===== config.mk =====
export PLATFORM = sky130hd
export DESIGN_NAME = sha256_w_stream_reader
export DESIGN_NICKNAME = d
export VERILOG_FILES = /design/src/rtl/sha256_pkg.sv /design/src/rtl/sha256_w_next.sv /design/src/rtl/sha256_w_stream_reader.sv
export SDC_FILE = /design/constraint.sdc
export NUM_CORES = 1
export LEC_CHECK = 0
export ABC_CLOCK_PERIOD_IN_PS = 11320
export CORE_UTILIZATION = 40
export DETAILED_ROUTE_END_ITERATION = 16
export GPL_TIMING_DRIVEN = 1
export HOLD_SLACK_MARGIN = 0.1
export PLACE_DENSITY_LB_ADDON = 0.3
export SYNTH_ARGS = -nofsm -noshare
export SYNTH_HDL_FRONTEND = slang
export SYNTH_HIERARCHICAL = 1
export SYNTH_SLANG_ARGS = --single-unit

===== constraint.sdc =====
create_clock -name CLK -period 11.32 [get_ports CLK]
set_clock_uncertainty 0.2 [all_clocks]
set_input_delay 2.264 -clock CLK [delete_from_list [all_inputs] [get_ports CLK]]
set_output_delay 2.264 -clock CLK [all_outputs]
set_load 0.05 [all_outputs]

===== src/rtl/sha256_pkg.sv =====
// sha256_pkg: shared SHA-256 word type, states, constants and message-schedule sigma functions.
package sha256_pkg;
   typedef logic [31:0] word_t;
   typedef enum logic {IDLE, STREAM} state_e;
   localparam int NUM_ROUNDS = 64;
   localparam word_t PAD_WORD = 32'h8000_0000;
   function automatic word_t sigma0(input word_t x);
      return {x[6:0], x[31:7]} ^ {x[17:0], x[31:18]} ^ (x >> 3);
   endfunction
   function automatic word_t sigma1(input word_t x);
      return {x[16:0], x[31:17]} ^ {x[18:0], x[31:19]} ^ (x >> 10);
   endfunction
endpackage


===== src/rtl/sha256_w_next.sv =====
// sha256_w_next: combinational schedule expansion W[t] from W[t-2], W[t-7], W[t-15], W[t-16].
module sha256_w_next
   import sha256_pkg::*;
(
   input  word_t w_tm2_i,
   input  word_t w_tm7_i,
   input  word_t w_tm15_i,
   input  word_t w_tm16_i,
   output word_t w_o
);
   assign w_o = sigma1(w_tm2_i) + w_tm7_i + sigma0(w_tm15_i) + w_tm16_i;
endmodule


===== src/rtl/sha256_w_stream_reader.sv =====
// sha256_w_stream_reader: accepts a 512-bit block and streams W[0..NUM_WORDS-1] with valid/ready,
// expanding W[16..] on the fly from a 16-word sliding window.
module sha256_w_stream_reader
   import sha256_pkg::*;
#(
   parameter int NUM_WORDS = 64,
   parameter int WORD_W    = 32
) (
   input  logic              CLK,
   input  logic              RST,
   input  logic              blk_valid,
   output logic              blk_ready,
   input  logic [511:0]      blk_data,
   output logic              w_valid,
   input  logic              w_ready,
   output logic [WORD_W-1:0] w_data,
   output logic [5:0]        w_index,
   output logic              w_last,
   output logic              busy
);
   localparam logic [5:0] LAST = 6'(NUM_WORDS - 1);
   state_e     state_q, state_d;
   logic [5:0] t_q, t_d;
   word_t      window_q [16];
   word_t      window_d [16];
   word_t      w_nxt;
   sha256_w_next u_next (
      .w_tm2_i (window_q[14]),
      .w_tm7_i (window_q[9]),
      .w_tm15_i(window_q[1]),
      .w_tm16_i(window_q[0]),
      .w_o     (w_nxt)
   );
   always_comb begin
      state_d  = state_q;
      t_d      = t_q;
      window_d = window_q;
      if (state_q == IDLE) begin
         if (blk_valid) begin
            for (int i = 0; i < 16; i++) window_d[i] = blk_data[511-32*i -: 32];
            t_d     = '0;
            state_d = STREAM;
         end
      end else if (w_ready) begin
         for (int i = 0; i < 15; i++) window_d[i] = window_q[i+1];
         window_d[15] = w_nxt;
         t_d          = (t_q == LAST) ? '0 : t_q + 6'd1;
         state_d      = (t_q == LAST) ? IDLE : STREAM;
      end
   end
   always_ff @(posedge CLK or negedge RST) begin
      if (!RST) begin
         state_q <= IDLE;
         t_q     <= '0;
         for (int i = 0; i < 16; i++) window_q[i] <= '0;
      end else begin
         state_q  <= state_d;
         t_q      <= t_d;
         window_q <= window_d;
      end
   end
   // Outputs come straight from registers, so they hold steady through any stall.
   assign busy      = (state_q == STREAM);
   assign blk_ready = !busy;
   assign w_valid   = busy;
   assign w_data    = busy ? window_q[0] : '0;
   assign w_index   = busy ? t_q : '0;
   assign w_last    = busy && (t_q == LAST);
endmodule


Word level (Yosys, flattened, before mapping)
Index checks and enable logic that the tools add are counted.
{ "totals": {"regBits": 519} }
{ "classes": {"addsub": 4, "n_eq_ne": 2, "muxes": 13, "bitwise": 4, "n_reduce_logical": 4} }
{ "op_table": {"columns": ["op", "n"], "rows": [
  ["two-way mux 512 bit", 3],
  ["adder 32 bit", 3],
  ["bitwise XOR 32 bit", 2],
  ["two-way mux 32 bit", 1],
  ["bitwise XOR 32 x 22 -> 32 bit", 1],
  ["bitwise XOR 32 x 29 -> 32 bit", 1],
  ["two-way mux 6 bit", 5],
  ["adder 6 x 1 -> 6 bit, second input constant", 1],
  ["== test 6 bit, second input constant", 1],
  ["two-way mux 1 bit", 4],
  ["!= test 2 bit, second input constant", 1],
  ["AND reduction 2 bit", 1],
  ["nonzero test 2 bit", 1],
  ["logical AND 1 bit", 1],
  ["zero test 1 bit", 1]
]} }

Depth between registers and ports, before layout
{ "logic_depth": {"ltp_word": 7, "depth_mapped": 19, "depth_no_buf": 18} }

Modules after synthesis
Netlist, hierarchy kept.
{ "modules_own_cells": {"columns": ["mod", "n_inst", "cells_each", "area_per_inst_um2", "seq_area_each_um2"], "rows": [
  ["sha256_w_stream_reader", 1, 2301, 24021.8, 12987.5],
  ["sha256_w_next", 1, 494, 4204.0, 0.0]
]} }

Least setup slack after synthesis
OpenSTA, ideal clock, no wires.
{ "synth_path": {"path_type": "flip-flop to output port", "from": "register state_q, in the netlist busy", "to": "output w_index[5]", "arrival_ps": 2285, "setup_slack_ps": 6571, "stages_incl_launch_ff": 6, "path_buffers": 3, "path_cell_list": "dfrtp_1 -> buf_2 -> buf_2 -> clkbuf_1 -> inv_1 -> nor2_1"} }
{ "synth_via": {"elab_chain_cells": 1} }
{ "synth_lines": {"columns": ["item", "line", "source"], "rows": [
  ["start: declaration", "sha256_w_stream_reader.sv:22", "state_e state_q, state_d;"],
  ["start signal: assignment", "sha256_w_stream_reader.sv:57", "state_q <= state_d;"],
  ["two-way mux 6 bit", "sha256_w_stream_reader.sv:67", "assign w_index = busy ? t_q : '0;"],
  ["end: declaration", "sha256_w_stream_reader.sv:17", "output logic [5:0] w_index,"]
]} }
No other way between the ends.

Worst setup path after layout
{ "layout_path": {"from": "register state_q, in the netlist busy", "to": "output w_data[11]"} }
{ "layout_via": {"elab_chain_cells": 1} }
{ "layout_lines": {"columns": ["item", "line", "source"], "rows": [
  ["two-way mux 32 bit", "sha256_w_stream_reader.sv:66", "assign w_data = busy ? window_q[0] : '0;"],
  ["end: declaration", "sha256_w_stream_reader.sv:16", "output logic [WORD_W-1:0] w_data,"]
]} }
No other way between the ends.

==> summary.md <==
| Metric | Value |
|---|---|
| Die X | 268 µm |
| IO buf count | 557 |
| Total gr overflow | 0 |
| Share of the synthesized area in the top cell type | 0.460 |
| Compound-gate portion of the synthesized area | 0.114 |
| Post-Syn Area | approximately 28000 µm² |
| Die Ht | 268 µm |
| Synth Area per Inst | 10.1 µm² |
| Hold path startpoint | window_q[331]$_DFFE_PN0P_ |
| Core ar. | 69900 µm² |
| Mux share of post-synthesis cell area | 0.182 |
| Crit path buf inv count | 2 |
| Critical path startpoint category | register |
| Max cap viols | 0 |
| Area delta synth->final | 28.2% |
| CTS Buf Count | 57 |
| Detailed Place HPWL | 73500 µm |
| Largest family of logic cells by synthesized area | multiplexers |
| Fin crit period | approximately 6.0 ns |
| DR WL/cell | 22.5 µm |
| Clock sink count | slightly above 500 |
| DP Worst Slack | 5.97 ns |
| Worst Hold Class | register to register |
| Async S/R FF share, synth | 1.00 |
| Final count of pins violating max slew | 0 |
| Post-synthesis simple-gate area fraction | 0.0887 |
| Via Count | 21200 |
| Worst Tran Pin Value | 1.13 ns |
| XOR/XNOR Fraction of Synth Area | 0.0456 |
| Register area share after synthesis | 0.460 |
| Root Driver | clkbuf_16 |
| DRT iter0 DRCs | 1718 |
| All-Layer GR Usage | 0.266 |
| Num ports | around 560 |
| Setup_tns | 0 ns |
| Adder-cell share of the synthesized area | 0.0582 |
| Largest net degree at the start of global routing | 281 |
| Slew margin rel. | 0.244 |
| Worst Path Max Fanout | 141 |
| YS warnings | 6 |
| H-tree depth | 2 |
| DR pass1 iterations | 5 |
| Power per cell area | roughly 300 nW/µm² |
| Final period utilization | 0.533 |
| Reg clk slew, reported paths | 0.06 ns |
| Share of layout cells above drive strength 1 | 0.0383 |
| Initial antenna violation count | 31 |
| Unrepaired setup endpoints after global routing | false |
| CP Data Required Time | 8.86 ns |
| Worst Setup Slack, final | 5.29 ns |
| Initial Util | 0.404 |
| Clock buffer depth | 3 |
| Vias/cell | 5.00 |
| Most frequent cells in the layout | 556 x clkdlybuf4s50_1, 530 x nand2_1, 518 x dfrtp_1 |
| Area leader, netlist | dfrtp_1 |
| Net Count, Synth | 3405 |
| Crit path launch | busy$_DFF_PN0_ |
| CP top delay family | buffers and inverters |
| Main area contributors after synthesis | dfrtp_1 46%, mux2i_1 18%, o21ai_0 7.6% |
| Critical-path top delay cell | dfrtp_4 |
| Nets | just under 4000 |
| Syn Inst Count | 2795 |
| Final wirelength | 95600 µm |
| Area of the die | approximately 72000 µm² |
| Post-CTS setup buffer count | 0 |
| Peak VDD IR | roughly 0.00024 V |
| Row count | 97 |
| Final setup viols | 0 |
| Status | finished clean |
| Max Clock Freq | ~170 MHz |
| CP Class | register to output pin |
| Crit path cell chain | buf_12 > and2_1 > clkdlybuf4s50_1 |
| P_leak | 18.6 nW |
| Routability cong. | 0.942 |
| Distinct cells, synth | 56 |
| First-pass GRT wire length | 139000 µm |
| Final number of hold-violating endpoints | 0 |
| EDFF count, synth | 0 |
| CTS tree | built |
| Worst reg2reg startpoint | window_q[460]$_DFFE_PN0P_ |
| CTS Hold Bufs | 0 |
| Crit. End Element | output pin |
| Drt drc | 0 |
| Clk_lat worst skew | 0.62 ns |
| Worst Path Arrival | 3.56 ns |
| Vias in the first global route | 21500 |
| Most common cell after layout, fill and taps aside | clkdlybuf4s50_1 |
| #FFs+latches synth | 519 |
| CTS resizes | 0 |
| Synth Flop Type | dfrtp_1 |
| Crit path largest cell delay | around 1.0 ns |
| Detail Route Antenna Nets | 0 |
## state kept, by name (all words and copies together), names as in the netlist
name / count
window_q: 512
t_q: 6
busy: 1
## logic make-up after synthesis
group,count (synthesis)
multiplexers,514
AO/OA/AOI/OAI,607
XOR/XNOR,147
adder cells (fa/ha/maj),94
AND/OR/NAND/NOR,620
flip-flops,519
buffers and inverters,294
## final timing paths
kind / to / slack [ns] / cells after the start
max reg2reg: window_q[30]$_DFFE_PN0P_ / 6.15 / 18
max: w_data[11] / 5.29 / 3
min: window_q[331]$_DFFE_PN0P_ / 0.27 / 2
max in group asynchronous: window_q[24]$_DFFE_PN0P_ / 7.37 / 3
min in group asynchronous: window_q[365]$_DFFE_PN0P_ / 1.42 / 1
min reg2reg: window_q[331]$_DFFE_PN0P_ / 0.27 / 2
## stage by stage
step	hold slack, ns	total power, mW	utilization	std cells	area [µm²]
floorplan	0.249	6.72	-	2795	28200
global placement	0.260	8.75	0.489	4127	34200
detailed placement	0.270	8.83	0.489	4127	34200
CTS	0.283	10.8	0.517	4231	36100
global route	0.285	11.6	0.517	4241	36200
finish	0.274	10.8	0.518	4243	36200
## synthesized netlist by cell type (all sizes together) (5+ instances only)
cell      n
dfrtp   519
xor2     35
inv     116
and2     39
a31oi     6
o21ai   532
a21oi    23
nand3     7
a21o     19
buf     123
fa       62
nand2   530
ha       32
mux2i   513
clkbuf   55
o21bai    5
xnor2   112
nor2     21
## tightest hold or removal path, stage by stage, from the launching register on
cell and delay [ns]:
dfrtp_1 0.34, nand2_1 0.04, o21ai_0 0.05
## cell type report
cell class / instances / area, µm²
clock buffers: 76 / 1640
well taps: 940 / 1180
multi-input cells: 1982 / 13800
repair buffers: 570 / 5790
fillers: 6501 / 33700
clock inverters: 28 / 299
diodes: 12 / 30.0
flip-flops and latches: 519 / 13000
inverters: 116 / 435
## layer usage
| metal | GRT usage | vias up | share of wire |
|---|---|---|---|
| met5 | 0 | - | 0.0021 |
| met4 | 0.106 | 30 | 0.038 |
| met3 | 0.0652 | 165 | 0.068 |
| met2 | 0.428 | 593 | 0.47 |
| met1 | 0.342 | 10100 | 0.43 |
| li1 | - | 10400 | - |
## power breakdown
part	switching [mW]	total (mW)	leakage, nW	internal [mW]
clock	0.804	1.92	0.950	1.11
combinational	3.58	6.01	10.9	2.42
sequential	0.522	2.87	6.77	2.35
Power figures use the tool's default switching activity.
